$ cat config.mk
export PLATFORM = sky130hd
export DESIGN_NAME = interrupt_priority_arbiter_flat
export DESIGN_NICKNAME = d
export VERILOG_FILES = /design/src/rtl/interrupt_pkg.sv /design/src/rtl/interrupt_priority_arbiter_if.sv /design/src/rtl/interrupt_max_tree.sv /design/src/rtl/interrupt_priority_arbiter.sv /design/src/flat_wrapper.sv
export SDC_FILE = /design/constraint.sdc
export NUM_CORES = 1
export LEC_CHECK = 0
export CELL_PAD_IN_SITES_DETAIL_PLACEMENT = 1
export CELL_PAD_IN_SITES_GLOBAL_PLACEMENT = 2
export CORE_UTILIZATION = 30
export CTS_CLUSTER_DIAMETER = 120
export DETAILED_ROUTE_END_ITERATION = 10
export MAX_ROUTING_LAYER = met4
export PLACE_DENSITY_LB_ADDON = 0.1
export SYNTH_ARGS = -nofsm -noshare
export SYNTH_HDL_FRONTEND = slang
export SYNTH_HIERARCHICAL = 1
export SYNTH_SLANG_ARGS = --single-unit
$ cat constraint.sdc
create_clock -name clk -period 14.89 [get_ports clk]
set_input_delay 2.2335 -clock clk [delete_from_list [all_inputs] [get_ports clk]]
set_output_delay 2.2335 -clock clk [all_outputs]
set_load 0.02 [all_outputs]
$ cat src/rtl/interrupt_pkg.sv
// Shared types and sizing helpers for the interrupt priority arbiter.
package interrupt_pkg;

  localparam int unsigned PRIO_W_DEF = 3;
  localparam int unsigned PRIO_MAX_W = 8;
  localparam int unsigned ID_MAX_W   = 12;

  // ID 0 is reserved for "none", so N sources need room for N+1 codes.
  function automatic int unsigned id_width(input int unsigned n_sources);
    return 32'($clog2(n_sources + 32'd1));
  endfunction

  typedef struct packed {
    logic [PRIO_MAX_W-1:0] prio;
    logic [ID_MAX_W-1:0]   id;
  } prio_id_t;

endpackage

$ cat src/rtl/interrupt_priority_arbiter_if.sv
// Pending/enable/priority inputs, claim/complete handshake and arbiter results.
interface interrupt_priority_arbiter_if
  import interrupt_pkg::*;
#(
  parameter int unsigned N_INTERRUPTS = 32,
  parameter int unsigned PRIO_W       = PRIO_W_DEF,
  parameter int unsigned ID_W         = id_width(N_INTERRUPTS)
) ();

  logic [N_INTERRUPTS-1:0]             pending;
  logic [N_INTERRUPTS-1:0]             enable;
  logic [N_INTERRUPTS-1:0][PRIO_W-1:0] priorities;
  logic [PRIO_W-1:0]                   threshold;
  logic                                claim_req;
  logic                                complete_req;
  logic [ID_W-1:0]                     complete_id;

  logic                                irq;
  logic                                irq_rise;
  logic [ID_W-1:0]                     best_id;
  logic [N_INTERRUPTS-1:0]             best_onehot;
  logic                                claim_ack;
  logic [ID_W-1:0]                     claim_id;
  logic [N_INTERRUPTS-1:0]             in_service;

  modport master (
    output pending, enable, priorities, threshold, claim_req, complete_req, complete_id,
    input  irq, irq_rise, best_id, best_onehot, claim_ack, claim_id, in_service
  );

  modport slave (
    input  pending, enable, priorities, threshold, claim_req, complete_req, complete_id,
    output irq, irq_rise, best_id, best_onehot, claim_ack, claim_id, in_service
  );

endinterface

$ cat src/rtl/interrupt_max_tree.sv
// Combinational max-priority tree; leaves padded to a power of two, ties resolve to the lower ID.
module interrupt_max_tree
  import interrupt_pkg::*;
#(
  parameter int unsigned N      = 32,
  parameter int unsigned PRIO_W = PRIO_W_DEF
) (
  input  logic [N-1:0]             elig_i,
  input  logic [N-1:0][PRIO_W-1:0] prio_i,
  output prio_id_t                 winner_c
);

  localparam int unsigned LEVELS = 32'($clog2(N));
  localparam int unsigned LEAVES = 32'd1 << LEVELS;
  localparam int unsigned NODES  = 2 * LEAVES - 1;
  localparam int unsigned PAD_W  = LEAVES * PRIO_W;

  logic [LEAVES-1:0]             elig_pad;
  logic [LEAVES-1:0][PRIO_W-1:0] prio_pad;
  prio_id_t                      node [NODES];

  assign elig_pad = LEAVES'(elig_i);
  assign prio_pad = PAD_W'(prio_i);

  // Heap layout: node i has children 2i+1 (lower IDs) and 2i+2; leaves start at LEAVES-1.
  always_comb begin
    for (int unsigned k = 0; k < LEAVES; k++) begin
      node[LEAVES-1+k] = '0;
      if (elig_pad[k]) begin
        node[LEAVES-1+k].prio = PRIO_MAX_W'(prio_pad[k]);
        node[LEAVES-1+k].id   = ID_MAX_W'(k + 32'd1);
      end
    end
    for (int i = int'(LEAVES) - 2; i >= 0; i--) begin
      node[i] = (node[2*i+1].prio >= node[2*i+2].prio) ? node[2*i+1] : node[2*i+2];
    end
  end

  assign winner_c = node[0];

endmodule

$ cat src/rtl/interrupt_priority_arbiter.sv
// Interrupt arbiter: eligibility mask, in-service tracking, registered winner and claim/complete handshake.
module interrupt_priority_arbiter
  import interrupt_pkg::*;
#(
  parameter int unsigned N_INTERRUPTS = 32,
  parameter int unsigned PRIO_W       = PRIO_W_DEF,
  parameter int unsigned ID_W         = id_width(N_INTERRUPTS)
) (
  input  logic                        clk,
  input  logic                        n_rst,
  interrupt_priority_arbiter_if.slave bus
);

  logic [N_INTERRUPTS-1:0] in_service_q, in_service_d;
  logic [N_INTERRUPTS-1:0] elig;
  logic [ID_W-1:0]         best_id_q, best_id_d;
  logic [N_INTERRUPTS-1:0] best_onehot_q, best_onehot_d;
  logic                    irq_q, irq_d;
  logic                    irq_rise_q;
  logic                    claim_ack_q;
  logic [ID_W-1:0]         claim_id_q;
  logic                    complete_ok;
  prio_id_t                winner;

  assign complete_ok = bus.complete_req && (bus.complete_id != '0) &&
                       (32'(bus.complete_id) <= N_INTERRUPTS);

  // Complete clears first, claim sets; best_id_q is never in service so they cannot collide.
  always_comb begin
    in_service_d = in_service_q;
    for (int unsigned k = 0; k < N_INTERRUPTS; k++) begin
      if (complete_ok && (bus.complete_id == ID_W'(k + 32'd1))) begin
        in_service_d[k] = 1'b0;
      end
      if (bus.claim_req && (best_id_q == ID_W'(k + 32'd1))) begin
        in_service_d[k] = 1'b1;
      end
    end
  end

  always_comb begin
    elig = '0;
    for (int unsigned k = 0; k < N_INTERRUPTS; k++) begin
      elig[k] = bus.pending[k] && bus.enable[k] && !in_service_d[k] &&
                (bus.priorities[k] > bus.threshold);
    end
  end

  interrupt_max_tree #(
    .N      (N_INTERRUPTS),
    .PRIO_W (PRIO_W)
  ) u_tree (
    .elig_i   (elig),
    .prio_i   (bus.priorities),
    .winner_c (winner)
  );

  // Eligible sources always have non-zero priority, so a zero-priority root means no winner.
  always_comb begin
    best_id_d = '0;
    if ((winner.prio != '0) && (winner.id <= ID_MAX_W'(N_INTERRUPTS))) begin
      best_id_d = ID_W'(winner.id);
    end
    irq_d         = (best_id_d != '0);
    best_onehot_d = '0;
    for (int unsigned k = 0; k < N_INTERRUPTS; k++) begin
      best_onehot_d[k] = (best_id_d == ID_W'(k + 32'd1));
    end
  end

  always_ff @(posedge clk) begin
    if (!n_rst) begin
      in_service_q  <= '0;
      best_id_q     <= '0;
      best_onehot_q <= '0;
      irq_q         <= 1'b0;
      irq_rise_q    <= 1'b0;
      claim_ack_q   <= 1'b0;
      claim_id_q    <= '0;
    end else begin
      in_service_q  <= in_service_d;
      best_id_q     <= best_id_d;
      best_onehot_q <= best_onehot_d;
      irq_q         <= irq_d;
      irq_rise_q    <= irq_d && !irq_q;
      claim_ack_q   <= bus.claim_req;
      claim_id_q    <= bus.claim_req ? best_id_q : '0;
    end
  end

  assign bus.irq         = irq_q;
  assign bus.irq_rise    = irq_rise_q;
  assign bus.best_id     = best_id_q;
  assign bus.best_onehot = best_onehot_q;
  assign bus.claim_ack   = claim_ack_q;
  assign bus.claim_id    = claim_id_q;
  assign bus.in_service  = in_service_q;

endmodule

$ cat src/flat_wrapper.sv
// flat-port wrapper written by rule: the top's interface ports become plain ports
module interrupt_priority_arbiter_flat import interrupt_pkg::*;
#(
  parameter int unsigned N_INTERRUPTS = 32,
  parameter int unsigned PRIO_W       = PRIO_W_DEF,
  parameter int unsigned ID_W         = id_width(N_INTERRUPTS)
)
  (clk, n_rst, bus_pending, bus_enable, bus_priorities, bus_threshold, bus_claim_req, bus_complete_req, bus_complete_id, bus_irq, bus_irq_rise, bus_best_id, bus_best_onehot, bus_claim_ack, bus_claim_id, bus_in_service);
  interrupt_priority_arbiter_if #(.N_INTERRUPTS(N_INTERRUPTS), .PRIO_W(PRIO_W), .ID_W(ID_W)) bus_i ();
  input  logic clk;
  input  logic n_rst;
  input wire logic [$bits(bus_i.pending)-1:0] bus_pending;
  input wire logic [$bits(bus_i.enable)-1:0] bus_enable;
  input wire logic [$bits(bus_i.priorities)-1:0] bus_priorities;
  input wire logic [$bits(bus_i.threshold)-1:0] bus_threshold;
  input wire logic [$bits(bus_i.claim_req)-1:0] bus_claim_req;
  input wire logic [$bits(bus_i.complete_req)-1:0] bus_complete_req;
  input wire logic [$bits(bus_i.complete_id)-1:0] bus_complete_id;
  output wire logic [$bits(bus_i.irq)-1:0] bus_irq;
  output wire logic [$bits(bus_i.irq_rise)-1:0] bus_irq_rise;
  output wire logic [$bits(bus_i.best_id)-1:0] bus_best_id;
  output wire logic [$bits(bus_i.best_onehot)-1:0] bus_best_onehot;
  output wire logic [$bits(bus_i.claim_ack)-1:0] bus_claim_ack;
  output wire logic [$bits(bus_i.claim_id)-1:0] bus_claim_id;
  output wire logic [$bits(bus_i.in_service)-1:0] bus_in_service;
  assign bus_i.pending = bus_pending;
  assign bus_i.enable = bus_enable;
  assign bus_i.priorities = bus_priorities;
  assign bus_i.threshold = bus_threshold;
  assign bus_i.claim_req = bus_claim_req;
  assign bus_i.complete_req = bus_complete_req;
  assign bus_i.complete_id = bus_complete_id;
  assign bus_irq = bus_i.irq;
  assign bus_irq_rise = bus_i.irq_rise;
  assign bus_best_id = bus_i.best_id;
  assign bus_best_onehot = bus_i.best_onehot;
  assign bus_claim_ack = bus_i.claim_ack;
  assign bus_claim_id = bus_i.claim_id;
  assign bus_in_service = bus_i.in_service;
  interrupt_priority_arbiter #(.N_INTERRUPTS(N_INTERRUPTS), .PRIO_W(PRIO_W), .ID_W(ID_W)) u_core (.clk(clk), .n_rst(n_rst), .bus(bus_i));
endmodule
==> results of run 1 <==
-- state kept, by name, summed over array words and instances (netlist names) --
| name | cells |
|---|---|
| u_core/bus.best_id | 6 |
| u_core/bus.best_onehot | 32 |
| u_core/bus.claim_ack | 1 |
| u_core/bus.claim_id | 6 |
| u_core/bus.in_service | 32 |
| u_core/bus.irq | 1 |
| u_core/bus.irq_rise | 1 |
-- cell families after synthesis --
| group | after synthesis | share of synthesized area [%] |
|---|---|---|
| AND/OR/NAND/NOR | 487 | 26.4 |
| AO/OA/AOI/OAI | 314 | 21.5 |
| adder cells (fa/ha/maj) | 198 | 26.0 |
| buffers and inverters | 159 | 7.04 |
| flip-flops | 79 | 16.6 |
| multiplexers | 22 | 2.41 |
| other | 1 | 0.0394 |
-- metrics by stage --
| stage | setup slack (ns) | power [uW] | cell area, um^2 | hold slack [ns] | instances |
|---|---|---|---|---|---|
| after floorplan | 4.13 | 574 | 9550 | 0.559 | 1270 |
| after global placement | 2.08 | 748 | 12400 | 0.422 | 1885 |
| after CTS | 2.17 | 989 | 12700 | 0.442 | 1901 |
| after detailed placement | 1.81 | 760 | 12400 | 0.433 | 1885 |
| after global routing | 1.27 | 1060 | 12700 | 0.457 | 1903 |
| final | 2.12 | 984 | 12700 | 0.442 | 1903 |
-- power by group --
part	switching, uW	total (uW)	internal (uW)
clock	94.1	226	132
combinational	343	545	203
sequential	0.697	213	212
-- final cells by class --
class                      instances  area, um^2  share of cell area, %
antenna                            2        5.00                 0.0394
clock buffer                       9         225                   1.77
clock inverter                     7        78.8                  0.621
inverter                         121         454                   3.58
multi-input combinational       1032        7300                   57.5
sequential                        79        1580                   12.5
tap                              396         495                   3.90
timing repair buffer             257        2550                   20.1
-- how the worst min path moves through the flow --
stage	start	to	slack, ns	depth (start not counted)
after floorplan	u_core/bus.irq	u_core/bus.irq_rise	0.56	1
after global placement	u_core/bus.irq	u_core/bus.irq_rise	0.42	1
after detailed placement	u_core/bus.irq	u_core/bus.irq_rise	0.43	1
after CTS	u_core/bus.irq	u_core/bus.irq_rise	0.44	1
after global routing	u_core/bus.irq	u_core/bus.irq_rise	0.46	1
final	u_core/bus.irq	u_core/bus.irq_rise	0.44	1
-- cell usage after synthesis, types with 3 or more instances --
library cell / n / area share, %
mux2i_1: 17 / 1.8
a21o_1: 44 / 3.5
a21oi_1: 73 / 3.8
o21ai_0: 63 / 3.3
nor3_1: 65 / 3.4
o21ai_1: 22 / 1.2
mux2_2: 3 / 0.36
nor2_1: 37 / 1.5
a311oi_1: 5 / 0.46
or3_1: 4 / 0.26
a211oi_1: 3 / 0.24
o41ai_1: 6 / 0.55
nand4_1: 11 / 0.72
nand2_1: 126 / 5.0
dfxtp_1: 79 / 17
buf_6: 4 / 0.47
o21a_1: 15 / 1.2
o22ai_1: 5 / 0.33
clkbuf_1: 22 / 0.87
ha_1: 195 / 26
inv_1: 121 / 4.8
nand3b_1: 5 / 0.39
nor2b_1: 23 / 1.5
and3_1: 11 / 0.72
a31oi_1: 18 / 1.2
o221ai_1: 4 / 0.37
or2_2: 5 / 0.33
buf_4: 11 / 0.87
o21ai_2: 3 / 0.28
nand2b_1: 23 / 1.5
nand4b_1: 5 / 0.46
and2_1: 65 / 4.3
o31ai_1: 16 / 1.3
o211ai_1: 9 / 0.71
nand3_1: 86 / 4.5
-- per-layer routing --
| layer | GRT usage (%) | share of wire, % | vias to the layer above |
|---|---|---|---|
| met1 | 31.0 | 50 | 4772 |
| met5 | - | 0 | - |
| li1 | - | - | 5003 |
| met2 | 37.2 | 46 | 209 |
| met3 | 2.73 | 3.6 | 25 |
| met4 | 3.59 | 1.0 | 0 |
==> PnR_summary.wiki, run 1 <==
{| class="wikitable"
! Metric !! Value
|-
| Type of origin of the critical path || input pin
|-
| Post-synth EDFFs || 0
|-
| Post-DRT Antenna Nets || 0
|-
| Period Utilization, post-route || 85.8%
|-
| Post-Synthesis Mean Instance Area || 7.55 um^2
|-
| Share of synthesized area occupied by flip-flops and latches || 16.6%
|-
| Gate Count Post-Synth || 1,260
|-
| Worst setup path endpoint || u_core/bus.best_onehot[24]
|-
| Largest net degree at the start of global routing || 55
|-
| H-Tree Level Count || 3
|-
| Dominant synthesized flop cell || dfxtp_1
|-
| Logic depth of the worst register-to-register path || 38
|-
| GR Overflow Total || 0
|-
| Number of hold violations in the final report || 0
|-
| Total DRC errors in the routed layout || 0
|-
| Reported leakage power || 0.00546 uW
|-
| Num Clock Sinks || between 70 and 80
|-
| CTS max path bufs || 2
|-
| Most common cell after layout, fill and taps aside || clkdlybuf4s50_1
|-
| Overall track demand over capacity in global routing || about 23%
|-
| Cell family contributing the most delay on the critical path || compound AO/OA/AOI/OAI gates
|-
| Floorplan die area || 32,400 um^2
|-
| Sum of buffers and inverters on the critical path || 4
|-
| Worst hold path type || flip-flop to flip-flop
|-
| Outcome || complete, no violations
|-
| Post-detailed-placement half-perimeter wirelength || 31,000 um
|-
| Actual slew at the worst max-slew pin || between 1 and 1.5 ns
|-
| Cell at the root of the clock tree || clkbuf_16
|-
| Clock-pin slew on the worst setup and hold paths || 0.06 ns
|-
| Sum of negative setup slack || 0 ns
|-
| Max-cap violations || 0
|-
| Delay contributed by the slowest stage of the critical path || approximately 0.95 ns
|-
| Commonest cells after routing, fill and taps aside || clkdlybuf4s50_1 (250), ha_1 (195), nand2_1 (126)
|-
| Post CTS Setup Buffer Count || 0
|-
| Total of endpoints with negative setup slack in the final report || 0
|-
| Reg-to-Reg Start || u_core/bus.best_id[5]
|-
| Post-CTS Hold Fix Bufs || 0
|-
| Synth unique cells || 78
|-
| Origin of the worst setup path || bus_threshold[0]
|-
| Insertion delay to the later sink of the worst-skew pair || 0.35 ns
|-
| Routed via count divided by cell count || 5.26
|-
| Time the final worst path needs with I/O delays and setup || 12.77 ns
|-
| Synth-to-layout area growth || 33.4%
|-
| Achievable clock frequency || around 80 MHz
|-
| Power per Cell Area || between 70 and 80 nW/um^2
|-
| Flip-flop and latch count after synthesis || 79
|-
| Critical path endpoint category || flip-flop
|-
| Total core area || 30,900 um^2
|-
| Synth warn || 6
|-
| Crit path max-delay cell type || clkdlybuf4s50_1
|-
| Fin util || between 40% and 50%
|-
| Worst slew margin relative to its limit || 31.3%
|-
| Number of fillers in the final layout || 3,761
|-
| Initial cell density of the core || 30.8%
|-
| Core Rows || 64
|-
| Number of global-route vias before repair || 10,200
|-
| Critical R2R Capture || u_core/bus.best_onehot[24]
|-
| Number of CTS-inserted buffers || 9
|-
| Final net count || ~1,900
|-
| Register-to-register setup slack || 4.37 ns
|-
| Netlist Area Pre-Place || 9510 um^2
|-
| First-pass DRT Iterations || 5
|-
| Async S/R FF share, synth || 0%
|-
| RSZ-0062 raised after global routing || no
|-
| Count of port buffers added during placement || 251
|-
| Arrival @ worst endpoint || roughly 13 ns
|-
| Final wirelength || 36,100 um
|-
| Count of cells resized by post-cts repair || 0
|-
| TritonCTS clock tree || yes
|-
| Kind of critical path || input pin to flip-flop
|-
| Width of the die || 180 um
|-
| Worst-case clock skew || 0.00525 ns
|-
| Cell seen most often among critical-path stages || ha_1
|-
| Initial DRC Count || a little over 500
|-
| Crit path max fanout || 40
|-
| First-pass GRT wire length || 57,400 um
|-
| Fraction of final layout cells sized beyond drive strength 1 || 3.59%
|-
| Die boundary height || 180 um
|-
| Count of pins on the block boundary || 252
|-
| Number of antenna violations at the first check in global routing || 2
|-
| Worst VDD drop || 72.7 uV
|-
| Final weighted congestion in routability-driven placement || roughly 0.83
|-
| Pins over their slew limit || 0
|-
| Routed WL per cell || 19.0 um
|-
| Via count || approximately 10,000
|-
| Depth of the critical timing path with buffers and inverters included || 40
|-
| Required time of the critical path || 15.09 ns
|}
(Power assumes the default switching activity.)
==> run 2, diff against run 1 <==
--- a/config.mk
+++ b/config.mk
@@ -12,6 +12,8 @@
 export DETAILED_ROUTE_END_ITERATION = 10
 export MAX_ROUTING_LAYER = met4
 export PLACE_DENSITY_LB_ADDON = 0.1
+export SKIP_LAST_GASP = 1
+export SLEW_MARGIN = 20
 export SYNTH_ARGS = -nofsm -noshare
 export SYNTH_HDL_FRONTEND = slang
 export SYNTH_HIERARCHICAL = 1
==> results of run 2 <==
No change in the layout: final DEF, timing and power equal those of run 1.
==> run 3, diff against run 2 <==
--- a/config.mk
+++ b/config.mk
@@ -12,6 +12,7 @@
 export DETAILED_ROUTE_END_ITERATION = 10
 export MAX_ROUTING_LAYER = met4
 export PLACE_DENSITY_LB_ADDON = 0.1
+export RECOVER_POWER = 50
 export SKIP_LAST_GASP = 1
 export SLEW_MARGIN = 20
 export SYNTH_ARGS = -nofsm -noshare
==> run 3 against run 2 <==
Routed wire length hardly changed. Final cell count unchanged. Largest power group unchanged. Maximum frequency hardly changed. Count of clock-buffer cells in the layout stayed put. Critical endpoint unchanged. Worst setup slack better by 0.0085 ns. Clock skew about the same. The flow now finishes with violations (capacitance limit, slew limit). Die area is the same. Hold slack lost 0.0053 ns. Highest routed layer unchanged. Via count about the same. Combinational power barely moved.
==> PnR_summary.wiki, run 3 (synthesis gave the netlist of run 1 again) <==
{| class="wikitable"
! Metric !! Value
|-
| Total DRC errors in the routed layout || 0 (unchanged)
|-
| Most common cell after layout, fill and taps aside || ha_1 (was clkdlybuf4s50_1)
|-
| Overall power consumption || 983 uW (was 984 uW)
|-
| Routed WL per cell || 18.9 um (was 19.0 um)
|-
| Number of global-route vias before repair || 10,200 (unchanged)
|-
| Count of cells resized by post-cts repair || 0 (unchanged)
|-
| Arrival @ worst endpoint || 12.96 ns (was 12.97 ns)
|-
| Fraction of final layout cells sized beyond drive strength 1 || 3.52% (was 3.59%)
|-
| Crit path max-delay cell type || clkdlybuf4s50_1 (unchanged)
|-
| Power per Cell Area || 77.5 nW/um^2 (about the same)
|-
| Num Clock Sinks || 79 (unchanged)
|-
| Via count || 10,000 (about the same)
|-
| Synth-to-layout area growth || 33.4% (about the same)
|-
| Max-cap violations || 1 (was 0)
|-
| Required time of the critical path || 15.09 ns (about the same)
|-
| Initial cell density of the core || 30.8% (unchanged)
|-
| First-pass DRT Iterations || 5 (unchanged)
|-
| Total of endpoints with negative setup slack in the final report || 0 (unchanged)
|-
| CTS max path bufs || 2 (unchanged)
|-
| Total core area || 30,900 um^2 (unchanged)
|-
| RSZ-0062 raised after global routing || no (unchanged)
|-
| Worst slew margin relative to its limit || -38.4% (was 31.3%)
|-
| Worst VDD drop || 73.0 uV (was 72.7 uV)
|-
| Count of pins on the block boundary || 252 (unchanged)
|-
| Sum of negative setup slack || 0 ns (unchanged)
|-
| Final wirelength || 36,000 um (was 36,100 um)
|-
| GR Overflow Total || 0 (unchanged)
|-
| Count of port buffers added during placement || 251 (unchanged)
|-
| TritonCTS clock tree || yes (unchanged)
|-
| Crit path max fanout || 40 (unchanged)
|-
| Overall track demand over capacity in global routing || 22.9% (unchanged)
|-
| Final weighted congestion in routability-driven placement || 0.833 (unchanged)
|-
| Cell seen most often among critical-path stages || ha_1 (unchanged)
|-
| Actual slew at the worst max-slew pin || 2.08 ns (was 1.02 ns)
|-
| Period Utilization, post-route || 85.7% (was 85.8%)
|-
| Largest net degree at the start of global routing || 55 (unchanged)
|-
| Post-DRT Antenna Nets || 0 (unchanged)
|-
| Number of CTS-inserted buffers || 9 (unchanged)
|-
| Outcome || complete, but fails checks (was complete, no violations)
|-
| Critical path endpoint category || flip-flop (unchanged)
|-
| Final net count || 1,868 (unchanged)
|-
| Floorplan die area || 32,400 um^2 (unchanged)
|-
| Achievable clock frequency || 78.3 MHz (about the same)
|-
| Routed via count divided by cell count || 5.26 (about the same)
|-
| Width of the die || 180 um (unchanged)
|-
| Post-detailed-placement half-perimeter wirelength || 31,000 um (unchanged)
|-
| Cell at the root of the clock tree || clkbuf_16 (unchanged)
|-
| Kind of critical path || input pin to flip-flop (unchanged)
|-
| Worst-case clock skew || 0.00564 ns (was 0.00525 ns)
|-
| Violations in the final reports || capacitance limit, slew limit
|-
| Delay contributed by the slowest stage of the critical path || 0.95 ns (about the same)
|-
| Reported leakage power || 0.00571 uW (was 0.00546 uW)
|-
| Post-CTS Hold Fix Bufs || 0 (unchanged)
|-
| Die boundary height || 180 um (unchanged)
|-
| Number of hold violations in the final report || 0 (unchanged)
|-
| Insertion delay to the later sink of the worst-skew pair || 0.35 ns (about the same)
|-
| Core Rows || 64 (unchanged)
|-
| First-pass GRT wire length || 57,400 um (unchanged)
|-
| Pins over their slew limit || 55 (was 0)
|-
| H-Tree Level Count || 3 (unchanged)
|-
| Time the final worst path needs with I/O delays and setup || 12.76 ns (was 12.77 ns)
|-
| Clock-pin slew on the worst setup and hold paths || 0.06 ns (about the same)
|-
| Post CTS Setup Buffer Count || 0 (unchanged)
|-
| Type of origin of the critical path || input pin (unchanged)
|-
| Initial DRC Count || 485 (was 514)
|-
| Worst hold path type || flip-flop to flip-flop (unchanged)
|-
| Number of antenna violations at the first check in global routing || 2 (unchanged)
|-
| Commonest cells after routing, fill and taps aside || ha_1 (195), clkdlybuf4s50_1 (178), nand2_1 (126) (was clkdlybuf4s50_1 (250), ha_1 (195), nand2_1 (126))
|}
## run 3: cell count changes in the layout (fill, tap and decap cells not counted)
cell,delta
clkbuf_1,+1
buf_2,-1
clkdlybuf4s50_1,-72
dlygate4sd3_1,+72
## run 3: where the power goes
group / leakage, uW / internal [uW] / switching (uW)
clock: 0.000150 / 132 / 94.3
sequential: 0.000636 / 212 / 0.670
combinational: 0.00492 / 203 / 342
## run 3: cell type report
class	count	area, um^2
well taps	396	495
fillers	3760	18200
flip-flops and latches	79	1580
clock buffers	9	225
multi-input cells	1032	7300
repair buffers	257	2550
diodes	2	5.00
clock inverters	7	78.8
inverters	121	454
## run 3: critical path, delay by kind of cell
kind,cells,cell delay [ns]
AO/OA/AOI/OAI,12,3.56
AND/OR/NAND/NOR,15,3.16
adder cells (fa/ha/maj),7,1.93
buffers and inverters,4,1.50
multiplexers,2,0.54
## run 3: worst paths after layout
path                         startpoint                          to  slack (ns)  cells after the start
hold reg to reg          u_core/bus.irq         u_core/bus.irq_rise        0.44                      1
setup / recovery       bus_threshold[0]  u_core/bus.best_onehot[24]        2.13                     40
setup reg to reg  u_core/bus.best_id[4]  u_core/bus.best_onehot[24]        4.39                     38
hold / removal           u_core/bus.irq         u_core/bus.irq_rise        0.44                      1
## run 3: routing by layer
layer	up-vias	wire length, um	global-route usage, %
met5	-	0	-
met4	0	371	3.59
met3	25	1280	2.73
met2	211	16400	37.2
met1	4772	18000	31.0
li1	5008	-	-
## run 3: through the flow
step | cells | hold WS, ns | utilization, % | area, um^2 | worst slack, ns
floorplan | 1270 | 0.559 | - | 9550 | 4.13
CTS | 1901 | 0.442 | 41.0 | 12700 | 2.17
finish | 1903 | 0.436 | 41.0 | 12700 | 2.13
global route | 1903 | 0.450 | 41.0 | 12700 | 1.27
detailed placement | 1885 | 0.433 | 40.1 | 12400 | 1.81
global placement | 1885 | 0.422 | 40.1 | 12400 | 2.08
